===== src/rtl/nec_ir_pkg.sv =====
// Shared NEC IR definitions: frame timing, transmitter states and the remote's key scan codes.
// Scan codes are stored bit-reversed, the way the MSB-first receiver shift register sees them.
package nec_ir_pkg;

   localparam int NEC_TICK_CYCLES        = 1750;
   localparam int NEC_LEADER_MARK_TICKS  = 257;
   localparam int NEC_LEADER_SPACE_TICKS = 128;
   localparam int NEC_BIT_MARK_TICKS     = 16;
   localparam int NEC_ZERO_SPACE_TICKS   = 16;
   localparam int NEC_ONE_SPACE_TICKS    = 48;
   localparam int NEC_GAP_TICKS          = 1143;
   localparam int NEC_CARRIER_HALF       = 658;

   typedef enum logic [2:0] {
      TX_IDLE,
      TX_LEADER_MARK,
      TX_LEADER_SPACE,
      TX_BIT_MARK,
      TX_BIT_SPACE,
      TX_STOP_MARK,
      TX_GAP
   } tx_state_t;

   localparam logic [7:0] N0         = 8'h68;
   localparam logic [7:0] N1         = 8'h30;
   localparam logic [7:0] N2         = 8'h18;
   localparam logic [7:0] N3         = 8'h7A;
   localparam logic [7:0] N4         = 8'h10;
   localparam logic [7:0] N5         = 8'h38;
   localparam logic [7:0] N6         = 8'h5A;
   localparam logic [7:0] N7         = 8'h42;
   localparam logic [7:0] N8         = 8'h4A;
   localparam logic [7:0] N9         = 8'h52;
   localparam logic [7:0] CHANNEL_DN = 8'hA2;
   localparam logic [7:0] CHANNEL    = 8'h62;
   localparam logic [7:0] CHANNEL_UP = 8'hE2;
   localparam logic [7:0] PLAY       = 8'hC2;
   localparam logic [7:0] EQ         = 8'h90;

   function automatic logic [31:0] nec_frame(input logic [7:0] a, input logic [7:0] c);
      return {a, ~a, c, ~c};
   endfunction

endpackage


===== src/rtl/ir_tick_gen.sv =====
// Prescaler plus tick counter: phaseDone is high in the last clk cycle of a target-tick phase.
// Both counters restart after phaseDone, so consecutive phases never accumulate drift.
module ir_tick_gen #(
   parameter int TICK_CYCLES = 1750
) (
   input  logic        clk,
   input  logic        rst,
   input  logic        clear,
   input  logic [10:0] target,
   output logic        phaseDone
);

   localparam int PW = (TICK_CYCLES > 1) ? $clog2(TICK_CYCLES) : 1;

   logic [PW-1:0] pre;
   logic [10:0]   phase;
   logic          tick;

   assign tick      = (pre == PW'(TICK_CYCLES - 1));
   assign phaseDone = tick && (phase == target - 11'd1);

   always_ff @(posedge clk) begin
      if (rst || clear || phaseDone) begin
         pre   <= '0;
         phase <= '0;
      end else if (tick) begin
         pre   <= '0;
         phase <= phase + 11'd1;
      end else begin
         pre   <= pre + PW'(1);
      end
   end

endmodule


===== src/rtl/nec_ir_transmitter.sv =====
// NEC IR frame transmitter: leader, 32 data bits MSB first and a stop mark, followed by an idle gap.
// irOut is the envelope for loopback; irCarrier is the same envelope gated by a ~38 kHz square wave.
module nec_ir_transmitter
   import nec_ir_pkg::*;
#(
   parameter int TICK_CYCLES        = NEC_TICK_CYCLES,
   parameter int LEADER_MARK_TICKS  = NEC_LEADER_MARK_TICKS,
   parameter int LEADER_SPACE_TICKS = NEC_LEADER_SPACE_TICKS,
   parameter int BIT_MARK_TICKS     = NEC_BIT_MARK_TICKS,
   parameter int ZERO_SPACE_TICKS   = NEC_ZERO_SPACE_TICKS,
   parameter int ONE_SPACE_TICKS    = NEC_ONE_SPACE_TICKS,
   parameter int GAP_TICKS          = NEC_GAP_TICKS,
   parameter int CARRIER_HALF       = NEC_CARRIER_HALF
) (
   input  logic       clk,
   input  logic       rst,
   input  logic       start,
   input  logic [7:0] addr,
   input  logic [7:0] cmd,
   output logic       busy,
   output logic       done,
   output logic       irOut,
   output logic       irCarrier
);

   localparam int CW = (CARRIER_HALF > 1) ? $clog2(CARRIER_HALF) : 1;

   tx_state_t     state;
   logic [31:0]   shreg;
   logic [5:0]    bitCount;
   logic [10:0]   target;
   logic          phaseDone;
   logic          tickClear;
   logic          markEntry;
   logic          markExit;
   logic          carrier;
   logic [CW-1:0] carCnt;
   logic          carWrap;

   always_comb begin
      target = 11'd1;
      case (state)
         TX_LEADER_MARK:  target = 11'(LEADER_MARK_TICKS);
         TX_LEADER_SPACE: target = 11'(LEADER_SPACE_TICKS);
         TX_BIT_MARK:     target = 11'(BIT_MARK_TICKS);
         TX_BIT_SPACE:    target = shreg[31] ? 11'(ONE_SPACE_TICKS) : 11'(ZERO_SPACE_TICKS);
         TX_STOP_MARK:    target = 11'(BIT_MARK_TICKS);
         TX_GAP:          target = 11'(GAP_TICKS);
         default:         target = 11'd1;
      endcase
   end

   // Counters sit at zero while idle, so the leader starts timing from the acceptance edge.
   assign tickClear = (state == TX_IDLE);

   ir_tick_gen #(
      .TICK_CYCLES (TICK_CYCLES)
   ) u_tick (
      .clk       (clk),
      .rst       (rst),
      .clear     (tickClear),
      .target    (target),
      .phaseDone (phaseDone)
   );

   assign markEntry = ((state == TX_IDLE) && start) ||
                      (phaseDone && ((state == TX_LEADER_SPACE) || (state == TX_BIT_SPACE)));
   assign markExit  = phaseDone && ((state == TX_LEADER_MARK) || (state == TX_BIT_MARK) ||
                                    (state == TX_STOP_MARK));

   always_ff @(posedge clk) begin
      if (rst) begin
         state    <= TX_IDLE;
         shreg    <= '0;
         bitCount <= '0;
         busy     <= 1'b0;
         done     <= 1'b0;
         irOut    <= 1'b0;
      end else begin
         done <= 1'b0;
         case (state)
            TX_IDLE: if (start) begin
               shreg <= {addr, ~addr, cmd, ~cmd};
               state <= TX_LEADER_MARK;
               busy  <= 1'b1;
               irOut <= 1'b1;
            end
            TX_LEADER_MARK: if (phaseDone) begin
               state <= TX_LEADER_SPACE;
               irOut <= 1'b0;
            end
            TX_LEADER_SPACE: if (phaseDone) begin
               state    <= TX_BIT_MARK;
               bitCount <= '0;
               irOut    <= 1'b1;
            end
            TX_BIT_MARK: if (phaseDone) begin
               state <= TX_BIT_SPACE;
               irOut <= 1'b0;
            end
            TX_BIT_SPACE: if (phaseDone) begin
               shreg    <= {shreg[30:0], 1'b0};
               bitCount <= bitCount + 6'd1;
               state    <= (bitCount == 6'd31) ? TX_STOP_MARK : TX_BIT_MARK;
               irOut    <= 1'b1;
            end
            TX_STOP_MARK: if (phaseDone) begin
               state <= TX_GAP;
               irOut <= 1'b0;
            end
            TX_GAP: if (phaseDone) begin
               state <= TX_IDLE;
               busy  <= 1'b0;
               done  <= 1'b1;
            end
            default: begin
               state <= TX_IDLE;
               busy  <= 1'b0;
               irOut <= 1'b0;
            end
         endcase
      end
   end

   assign carWrap = (carCnt == CW'(CARRIER_HALF - 1));

   // Carrier restarts high on each mark entry so every burst begins with a full half-period.
   always_ff @(posedge clk) begin
      if (rst || markEntry) begin
         carCnt  <= '0;
         carrier <= 1'b1;
      end else if (carWrap) begin
         carCnt  <= '0;
         carrier <= ~carrier;
      end else begin
         carCnt  <= carCnt + CW'(1);
      end

      if (rst) begin
         irCarrier <= 1'b0;
      end else if (markEntry) begin
         irCarrier <= 1'b1;
      end else if (markExit || !irOut) begin
         irCarrier <= 1'b0;
      end else begin
         irCarrier <= carWrap ? ~carrier : carrier;
      end
   end

endmodule


===== config.mk =====
export PLATFORM = sky130hd
export DESIGN_NAME = nec_ir_transmitter
export DESIGN_NICKNAME = d
export VERILOG_FILES = /design/src/rtl/nec_ir_pkg.sv /design/src/rtl/ir_tick_gen.sv /design/src/rtl/nec_ir_transmitter.sv
export SDC_FILE = /design/constraint.sdc
export NUM_CORES = 1
export LEC_CHECK = 0
export CORE_MARGIN = 2
export CORE_UTILIZATION = 65
export CTS_BUF_LIST = sky130_fd_sc_hd__clkbuf_4 sky130_fd_sc_hd__clkbuf_8
export DETAILED_ROUTE_END_ITERATION = 8
export GPL_TIMING_DRIVEN = 0
export HOLD_SLACK_MARGIN = 0.08
export PLACE_DENSITY = 0.86
export SKIP_LAST_GASP = 1
export SYNTH_ARGS = -nofsm -noshare
export SYNTH_HDL_FRONTEND = slang
export SYNTH_SLANG_ARGS = --single-unit

===== constraint.sdc =====
create_clock -name clk -period 6.9 [get_ports clk]
set_input_delay 1.035 -clock clk [delete_from_list [all_inputs] [get_ports clk]]
set_output_delay 1.035 -clock clk [all_outputs]
set_load 0.02 [all_outputs]

After elaboration in Yosys (flattened, before gate mapping)
Index checks and enable logic that the tools add are counted.

$add $sub $neg: 5. Equality and inequality tests: 19. Mux-type cells: 26. Bitwise logic cells: 5. Reduce and logical (&&, ||, !) cells: 28.

Operators by type and width (number): two-way mux 32 bit (2); one-hot mux 32 bit (2 select lines) (1); one-hot mux 11 bit (5 select lines) (1); two-way mux 3 bit (8); adder 11 x 1 -> 11 bit (second input constant) (2); one-hot mux 3 bit (7 select lines) (1); two-way mux 6 bit (3); inverter 8 bit (2); != test 2 bit (second input constant) (7); one-hot mux 6 bit (2 select lines) (1); equality test 11 bit (1); equality test 11 bit (second input constant) (1); subtractor 11 x 1 -> 11 bit (second input constant) (1); adder 10 x 1 -> 10 bit (second input constant) (1); equality test 10 bit (second input constant) (1); OR reduction 2 bit (5); equality test 3 bit (second input constant) (3); AND reduction 3 bit (3); logical OR 1 bit (8); two-way mux 1 bit (7); AND reduction 7 bit (1); adder 6 x 1 -> 6 bit (second input constant) (1); equality test 3 x 2 -> 1 bit (second input constant) (2); equality test 6 x 5 -> 1 bit (second input constant) (1); other kinds (12) (19).

Register bits after elaboration: 78. Input bits: 19. Output and inout port bits: 4. Logic and storage cells: 94.

Logic depth before layout (Yosys ltp)
Gate-level depths: netlist (run 1).

Depth in word-level cells: 10. Mapped depth: 12. Depth with buffers taken out: 9.

Modules after synthesis
Synthesis (run 1) repeated with hierarchy kept, for this count alone.

Cells, all modules: 473. Area, all modules: 3922.5 µm².

By module, submodules not included: nec_ir_transmitter (times used 1, cells an instance 317, area an instance 2590.0 µm², sequential area each 1121.1 µm²); ir_tick_gen (times used 1, cells an instance 156, area an instance 1332.5 µm², sequential area each 440.4 µm²).

Worst setup path after synthesis (run 1)
No wires, ideal clock.

Path kind: register to register. Start point: reg state[1]. End point: reg shreg[16]. Arrival: 2.531 ns. Data required time: 6.768 ns. Setup slack: 4.237 ns. Cell stages (with the launch flop): 11. Buffers on the path: 3. Period minus slack after synthesis: 2.663 ns. Cells stage by stage: dfxtp_1 ha_1 buf_4 maj3_1 o21ai_0 o2111ai_1 or4b_1 buf_2 buf_2 nand3_1 a21oi_1.

Word-level cells in the longest chain between the ends: 8.

RTL lines: from (decl) (line nec_ir_transmitter.sv:28) `tx_state_t state;`; from (signal assigned) (line nec_ir_transmitter.sv:104) `state <= (bitCount == 6'd31) ? TX_STOP_MARK : TX_BIT_MARK;`; equality test 3 x 2 -> 1 bit / equality test 3 bit (equally long branches) (line nec_ir_transmitter.sv:42) `case (state)`; OR reduction 2 bit (no line); one-hot mux 11 bit (5 select lines) (line nec_ir_transmitter.sv:42); subtractor 11 x 1 -> 11 bit (line ir_tick_gen.sv:20) `assign phaseDone = tick && (phase == target - 11'd1);`; equality test 11 bit (line ir_tick_gen.sv:20); logical AND 1 bit (line ir_tick_gen.sv:20); != test 2 bit (no line); AND reduction 3 bit (no line); to (signal assigned) (line nec_ir_transmitter.sv:83) `shreg <= {addr, ~addr, cmd, ~cmd};`; to (signal assigned) (line nec_ir_transmitter.sv:102) `shreg <= {shreg[30:0], 1'b0};`; to (decl) (line nec_ir_transmitter.sv:29) `logic [31:0] shreg;`.

Parallel ways exist; a longest one is shown, timed or not. A chain may end at the register's enable or synchronous reset.

Worst setup path in the final report (run 1)
Start point: reg state[1]. End point: reg carCnt[7].

Word-level cells in the longest chain between the ends: 10.

RTL lines: equality test 3 x 2 -> 1 bit / equality test 3 bit (equally long branches) (line nec_ir_transmitter.sv:42); OR reduction 2 bit (no line); one-hot mux 11 bit (5 select lines) (line nec_ir_transmitter.sv:42); subtractor 11 x 1 -> 11 bit (line ir_tick_gen.sv:20); equality test 11 bit (line ir_tick_gen.sv:20); logical AND 1 bit (line ir_tick_gen.sv:20); logical AND 1 bit (line nec_ir_transmitter.sv:67) `(phaseDone && ((state == TX_LEADER_SPACE) || (state == TX_BIT_SPACE)));`; logical OR 1 bit * (line nec_ir_transmitter.sv:66) `assign markEntry = ((state == TX_IDLE) && start) ||`; logical OR 1 bit * (line nec_ir_transmitter.sv:129) `if (rst || markEntry) begin`; OR reduction 2 bit (no line) *; to (signal assigned) (line nec_ir_transmitter.sv:136) `carCnt <= carCnt + CW'(1);`; to (decl) (line nec_ir_transmitter.sv:37) `logic [CW-1:0] carCnt;`.

Mark *: on every way between the ends. The rest lies on a longest branch, timed or not.

==> results.cfg, run 1 <==
[routing]
dr.pass1.iters = 5
avgViaCountPerCell = 6.55
wirelength_mm = 10.2
wl_per_cell_um = 16.9
drtIter0Drc = 367
ant_nets = 0
drc = 0
vias = 3943

[clocking]
cts_root_buffer = clkbuf_8
cts_sinks = 78
cts-resized-gates = 0
cts_tree = built
cts_buffers = 9
path_clk_slew_ns = 0.08
htreeDepth = 3
clockBufferDepth = 2
holdBufCountCts = 0
cts_setup_buffers = 0
insertion_delay_ns = 0.35

[min_path]
hold_path.class = flop to flop
holdPathEnd = shreg[22]$_SDFFE_PP0P_
hold_depth = 2
hold_start = shreg[22]$_SDFFE_PP0P_

[synthesis]
netlist_top_cells_area = dfxtp_1 (39%), nor3_1 (4.9%), nand2_1 (4.7%)
synth-seq-area-share_pct = 38.5
yosys-top-cells-count = dfxtp_1 (78), nand2_1 (51), nor3_1 (40)
yosysWarningCount = 0
synth_seq_cells = 78
ys_async_sr_fraction_pct = 0
syn-cell-area_um2 = 4060
synth_nets = 515
netlist_instances = 489
synth_edf_count = 0
synth_top_area_cell = dfxtp_1
yosysUniqueCellTypes = 61
avgSynthCellArea_um2 = 8.29
synth_ff_type = dfxtp_1
yosysTopAreaCellShare_pct = 38.5
yosysMostFrequentCell = dfxtp_1

[grt]
grt_pass1_wl_mm = 17.1
grt_max_degree = 14
track_usage_pct = 29.8
antenna_found_initial = 0
grt_pass1_vias = 3770
grt_overflow = 0

[floorplan]
start_util_pct = 67.7
core_area_um2 = 5990
die_y_um = 83.0
die_area_um2 = 6890
die_w_um = 83.0
rows = 28
io_pins = 23

[critical_path]
rr_worst_depth = 11
critPathMaxFanout = 10
timing.rr.end = carCnt[7]$_SDFF_PP0_
crit_path_end_kind = flop
critPathRequiredTime_ns = 7.08
crit_path_start_kind = flop
reg2reg_from = state[1]$_SDFFE_PP0P_
crit_type = flop to flop
worst-r2r-setup-slack_ns = 3.71
cp_data_arrival_time_ns = 3.37

[sta]
period_needed_ns = 3.19
max_freq_ghz = 0.314
setup_viol = 0
slew_violations = 0
min_period_over_period_pct = 46.2
hold_viol = 0
finClkSkew_ns = 0.0104
rsz0062_at_grt = no
finalSetupTns_ns = 0
slew_headroom_pct = 15.1
worst_pin_slew_ns = 1.26

[placed_design]
dp_hpwl_mm = 7.02
place_congestion = 0.926
port_buffers = 22

[final_layout]
syn2layout_area_growth_pct = 14.3
fin_nets = 548
final_layout_size_suffix_gt1_share_pct = 8.54
diodes = 0

[job]
cap_violations = 0

[run_status]
outcome = completed

[pwr]
vdd_drop_max_uv = 170
leakagePower_nw = 1.55
power.total_mw = 1.10
p_per_area_nw_per_um2 = 237
[stage by stage]
step           cells  utilization (%)  setup slack (ns)  hold WS, ns  cell area (um^2)
4_1_cts          602             77.4              3.77        0.470              4630
3_3_place_gp     586             72.9              3.87        0.451              4370
2_1_floorplan    489                -              4.24        0.444              4060
6_report         602             77.4              3.71        0.470              4630
3_5_place_dp     586             72.9              3.81        0.459              4370
5_1_grt          602             77.4              3.51        0.491              4630
[layout by cell type (no fill, tap or decap), types with 3 or more instances in the layout]
master           netlist  layout
inv_2                  3       3
a311oi_1              17      17
nand2_1               51      51
o22ai_1                4       4
xnor2_1               16      16
nand2b_1               3       3
inv_1                  8       8
nor4_1                 4       4
clkbuf_8               0       9
buf_4                  3       3
nor3b_1                4       4
clkbuf_1              21      21
nand4_1                9       9
o21ai_0                9       9
ha_1                   7       7
and3_1                 9       9
buf_2                 12      12
a32o_1                 5       5
dfxtp_1               78      78
nor3_1                40      40
bufinv_16              0       4
nand3_1               33      33
a21oi_1               30      30
xor2_1                16      16
o221ai_1              16      16
or3_1                  3       3
o211ai_1               3       3
nor2_1                34      34
clkdlybuf4s50_1        0      22
and2_1                 5       5
[power by group]
| part | total (mW) | switching, mW | leakage (nW) | internal, mW |
|---|---|---|---|---|
| Sequential | 0.488 | 0.0141 | 0.636 | 0.474 |
| Clock | 0.446 | 0.165 | 0.134 | 0.281 |
| Combinational | 0.164 | 0.0988 | 0.780 | 0.0651 |
| Total | 1.10 | 0.278 | 1.55 | 0.820 |
[metal layers]
| metal | GRT usage [%] | part of all wire (%) | routed length (um) | vias to the layer above |
|---|---|---|---|---|
| met5 | 0 | 0 | 0 | - |
| met4 | 13.4 | 2.4 | 247 | 0 |
| met3 | 4.77 | 6.6 | 668 | 27 |
| met2 | 49.9 | 49 | 4940 | 196 |
| met1 | 37.7 | 42 | 4310 | 1851 |
| li1 | - | - | - | 1869 |
[worst max-delay path, stage by stage (launching register included)]
cell and delay, ns:
dfxtp_1 0.36, ha_1 0.36, buf_4 0.20, buf_4 0.20, and3_1 0.18, nor2_1 0.05
o32ai_1 0.35, o211ai_1 0.19, nor4_2 0.64, or3_1 0.20, buf_2 0.21, nor3_1 0.09
[registers in the layout, summed over array words and instances, names as in the netlist, 3 cells and up]
| register | cells |
|---|---|
| state | 3 |
| u_tick.pre | 11 |
| u_tick.phase | 11 |
| carCnt | 10 |
| bitCount | 6 |
| shreg | 32 |
[cells by family (layout without fill, tap and decap cells)]
group | count (synthesis) | after routing | synth area share [%]
and+or+nand+nor | 213 | 213 | 26.8
DFF | 78 | 78 | 38.5
AOI/OAI and AO/OA | 106 | 106 | 19.4
adders and majority gates | 8 | 8 | 2.41
buffers and inverters | 51 | 89 | 5.74
xor gates and xnor gates | 32 | 32 | 6.91
muxes | 1 | 1 | 0.247
[how the worst max path moves through the flow]
| stage | endpoint | slack (ns) | from | cells after the start |
|---|---|---|---|---|
| finish | carCnt[7]$_SDFF_PP0_ | 3.71 | state[1]$_SDFFE_PP0P_ | 11 |
| detailed placement | carCnt[7]$_SDFF_PP0_ | 3.81 | state[1]$_SDFFE_PP0P_ | 11 |
| CTS | carCnt[4]$_SDFF_PP0_ | 3.77 | state[1]$_SDFFE_PP0P_ | 11 |
| global route | carCnt[9]$_SDFF_PP0_ | 3.51 | state[1]$_SDFFE_PP0P_ | 11 |
| floorplan | shreg[16]$_SDFFE_PP0P_ | 4.24 | state[1]$_SDFFE_PP0P_ | 10 |
| global placement | carCnt[2]$_SDFF_PP0_ | 3.87 | state[1]$_SDFFE_PP0P_ | 11 |
[final cells by class]
cell class | instances | area (um^2)
Multi-Input combinational cell | 360 | 2260
Buffer | 39 | 188
Fill cell | 421 | 1360
Timing Repair Buffer | 22 | 220
Clock buffer | 10 | 131
Inverter | 12 | 45.0
Clock inverter | 6 | 134
Sequential cell | 78 | 1560
Tap cell | 75 | 93.8
(Power assumes the default switching activity.)
==> run 2, diff against run 1 <==
Settings changed: CORE_UTILIZATION 65 to 62, PLACE_DENSITY 0.86 to 0.82.
Clock period 6.9 ns to 3.3 ns, I/O delays scaled along.
==> results.cfg, run 2 (same netlist as run 1, synthesis figures left out) <==
[critical_path]
crit_path_end_kind = flop
worst-r2r-setup-slack_ns = 0.21
critPathRequiredTime_ns = 3.52
crit_start = state[1]$_SDFFE_PP0P_
cp_data_arrival_time_ns = 3.31
reg2reg_from = state[1]$_SDFFE_PP0P_
crit_path_start_kind = flop
slowest_stage = or4b_1
critPathMaxFanout = 10
crit_type = flop to flop
max_stage_delay_ns = 0.56
cp_cell_sequence = ha_1, buf_4, maj3_1, o21ai_0, o2111ai_1, or4b_1, buf_2, nand2_4, buf_6, a311oi_1

[grt]
grt_pass1_vias = 3562
grt_overflow = 0
grt_pass1_wl_mm = 16.9
track_usage_pct = 28.8
grt_max_degree = 14
antenna_found_initial = 0

[clocking]
cts_root_buffer = clkbuf_8
clockBufferDepth = 2
holdBufCountCts = 0
path_clk_slew_ns = 0.08
cts_buffers = 9
cts_sinks = 78
htreeDepth = 3
cts-resized-gates = 0
insertion_delay_ns = 0.36
cts_tree = built
cts_setup_buffers = 0

[placed_design]
place_area_um2 = 4370
dpl_worst_slack_ns = 0.110
dp_hpwl_mm = 7.24
port_buffers = 22
place_inst = 588
place_congestion = 0.929

[routing]
dr.pass1.iters = 8
vias = 3902
ant_nets = 0
wl_per_cell_um = 16.7
avgViaCountPerCell = 6.47
drtIter0Drc = 335
wirelength_mm = 10.1
drc = 0

[pwr]
vdd_drop_max_uv = 319
leakagePower_nw = 1.52
p_per_area_nw_per_um2 = 465

[floorplan]
start_util_pct = 63.9
die_area_um2 = 7200
io_pins = 23
core_area_um2 = 6350
die_w_um = 84.9
rows = 29
die_y_um = 84.9

[sta]
period_needed_ns = 3.09
finalSetupTns_ns = 0
max_freq_ghz = 0.324
finClkSkew_ns = 0.0111
worst_pin_slew_ns = 1.11
setup_viol = 0
finalWorstSetupSlack_ns = 0.210
min_period_over_period_pct = 93.6
hold_viol = 0
rsz0062_at_grt = no
slew_violations = 0
slew_headroom_pct = 25.4

[final_layout]
fin_util_pct = 72.4
diodes = 0
final_common_cell = dfxtp_1
syn2layout_area_growth_pct = 13.4
stdcell_count = 603
final_cell_area_um2 = 4600
top_regs = shreg: 32 flops, u_tick.phase: 11 flops, u_tick.pre: 11 flops
fin_nets = 548
n_fill_cell = 506
mostFrequentLayoutCells = dfxtp_1 (78), nand2_1 (51), nor3_1 (40)
largest_reg_flops = 32
final_layout_size_suffix_gt1_share_pct = 8.56
top_register = shreg

[min_path]
hold_start = shreg[2]$_SDFFE_PP0P_
hold_path.class = flop to flop

[job]
cap_violations = 0

[run_status]
outcome = completed
[run 2: changes by cell type in the layout (fill, tap and decap cells not counted), sizes merged]
cell	change
bufinv	-2
clkinvlp	+1
inv	+1
clkbuf	-1
[run 2: final cells by class]
class,instances,area (um^2),area share [%]
plain buffers,39,188,4.08
clock buffers,9,124,2.69
clock inverters,6,86.3,1.88
inverters,12,45.0,0.980
multi-input cells,360,2280,49.5
flip-flops and latches,78,1560,34.0
well taps,77,96.3,2.10
repair buffers,22,220,4.79
[run 2: metal layers]
layer	up-vias	routed length (um)	share of wire [%]	global-route usage (%)
met5	-	0	0	0
met4	0	75	0.75	6.64
met3	8	646	6.4	6.23
met2	151	4860	48	47.3
met1	1874	4470	44	39.1
li1	1869	-	-	-
[run 2: path summary, 6_finish.rpt]
path,to,cells past startpoint
worst max-delay path,shreg[31]$_SDFFE_PP0P_,10
worst min-delay path,shreg[2]$_SDFFE_PP0P_,2
worst max register to register,shreg[31]$_SDFFE_PP0P_,10
worst min register to register,shreg[2]$_SDFFE_PP0P_,2
[run 2: worst max-delay path, delay by kind of cell (launching register included)]
family	cells	cell delay [ns]
and+or+nand+nor	2	0.69
buffers and inverters	3	0.57
DFF	1	0.42
adders and majority gates	2	0.66
AOI/OAI and AO/OA	3	0.61
[run 2: where the power goes]
part | internal, mW | switching [mW]
sequential | 0.991 | 0.0299
combinational | 0.137 | 0.206
clock | 0.421 | 0.354
total | 1.55 | 0.590
[run 2: stage by stage]
stage / total power [mW] / hold WS (ns)
floorplan: 1.27 / 0.444
global placement: 1.36 / 0.452
detailed placement: 1.37 / 0.458
CTS: 2.13 / 0.470
global route: 2.23 / 0.487
finish: 2.14 / 0.470
==> run 3, diff against run 2 <==
Settings changed: SLEW_MARGIN set to 20.
==> results.cfg, run 3 (same netlist as run 1, synthesis figures left out) <==
[run_status]
outcome = finished, violations left
violations = design-rule violations

[critical_path]
critPathRequiredTime_ns = 3.52
cp_data_arrival_time_ns = 3.34
crit_type = flop to flop
crit_path_end_kind = flop
critPathMaxFanout = 10
rr_worst_depth = 10
crit_path_start_kind = flop

[final_layout]
multi_input_area_um2 = 2280
largest_reg_flops = 32
final_common_cell = dfxtp_1
syn2layout_area_growth_pct = 13.6
seqCellArea_um2 = 1560
top_register = shreg
n_fill_cell = 501
mostFrequentLayoutCells = dfxtp_1 (78), nand2_1 (51), nor3_1 (40)
fin_nets = 548
diodes = 0
top_regs = shreg: 32 flops, u_tick.phase: 11 flops, u_tick.pre: 11 flops
final_layout_size_suffix_gt1_share_pct = 8.56

[clocking]
clockBufferDepth = 2
insertion_delay_ns = 0.36
cts_tree = built
cts_sinks = 78
cts_setup_buffers = 0
holdBufCountCts = 0
htreeDepth = 3
cts_buffers = 9
path_clk_slew_ns = 0.08
cts_root_buffer = clkbuf_8

[grt]
grt_pass1_vias = 3562
use_met3_pct = 6.23
use_met2_pct = 47.3
grt_overflow = 0
track_usage_pct = 28.8
antenna_found_initial = 0
busiest_layer = met2
grt_max_degree = 14
use_met1_pct = 39.1
grt_pass1_wl_mm = 16.9

[job]
cap_violations = 0

[sta]
hold_viol = 0
slew_violations = 0
finClkSkew_ns = 0.0111
setup_viol = 0
min_period_over_period_pct = 94.6
slew_headroom_pct = 54.5
period_needed_ns = 3.12
rsz0062_at_grt = no
max_freq_ghz = 0.320
worst_pin_slew_ns = 0.676
finalSetupTns_ns = 0

[floorplan]
die_area_um2 = 7200
die_w_um = 84.9
rows = 29
start_util_pct = 63.9
core_area_um2 = 6350
io_pins = 23
die_y_um = 84.9

[pwr]
p_per_area_nw_per_um2 = 465
vdd_drop_max_uv = 319
power.total_mw = 2.14
leakagePower_nw = 1.52

[routing]
drc = 1
ant_nets = 0
vias = 3898
dr.pass1.iters = 7
wl_per_cell_um = 16.8
avgViaCountPerCell = 6.46
wirelength_mm = 10.1
drtIter0Drc = 397

[min_path]
hold_path.class = flop to flop
hold_depth = 2

[placed_design]
dp_hpwl_mm = 7.24
place_congestion = 0.929
port_buffers = 22
## run 3: per-layer routing
metal	wire length, um	share of wire [%]	up-vias
met5	0	0	-
met4	70	0.69	0
met3	653	6.5	9
met2	4850	48	156
met1	4550	45	1865
li1	-	-	1868
## run 3: worst paths after layout
path                     startpoint                endpoint  slack, ns
max           state[1]$_SDFFE_PP0P_  shreg[31]$_SDFFE_PP0P_       0.18
min          shreg[16]$_SDFFE_PP0P_  shreg[16]$_SDFFE_PP0P_       0.47
max reg2reg   state[1]$_SDFFE_PP0P_  shreg[31]$_SDFFE_PP0P_       0.18
min reg2reg  shreg[16]$_SDFFE_PP0P_  shreg[16]$_SDFFE_PP0P_       0.47
## run 3: area by class of cell
type	count	area share [%]
multi-input combinational	360	49.6
sequential	78	33.9
timing repair buffer	22	4.78
buffer	39	4.07
clock buffer	9	2.69
tap	77	2.09
clock inverter	6	1.87
inverter	12	0.978
## run 3: per-stage QoR
stage                     util (%)  setup WS [ns]  instance area (um^2)  hold slack [ns]  instances
final                         72.5          0.178                  4610            0.470        603
after global routing          72.5        0.00898                  4610            0.487        603
after CTS                     72.2         0.0860                  4580            0.470        603
after detailed placement      68.8          0.110                  4370            0.458        588
after global placement        68.8          0.200                  4370            0.452        588
after floorplan                  -          0.637                  4060            0.444        489
## run 3: timing repair
item,in CTS,in global routing
resized for setup,0,2
hold endpoints to repair,0,0
endpoints found under the setup margin,0,16
## run 3: power breakdown
part | total (mW) | internal [mW] | switching, mW | leakage (nW)
registers | 1.02 | 0.991 | 0.0302 | 0.636
clock network | 0.775 | 0.421 | 0.354 | 0.105
logic | 0.345 | 0.136 | 0.209 | 0.782
total | 2.14 | 1.55 | 0.593 | 1.52
## run 3: critical path: stages (launching register included)
cell and delay [ns]:
dfxtp_1 0.43, ha_1 0.31, buf_4 0.20, maj3_1 0.35, o21ai_0 0.25, o2111ai_1 0.29, or4b_1 0.56, buf_2 0.20
nand2_4 0.13, buf_6 0.17, a311oi_1 0.09
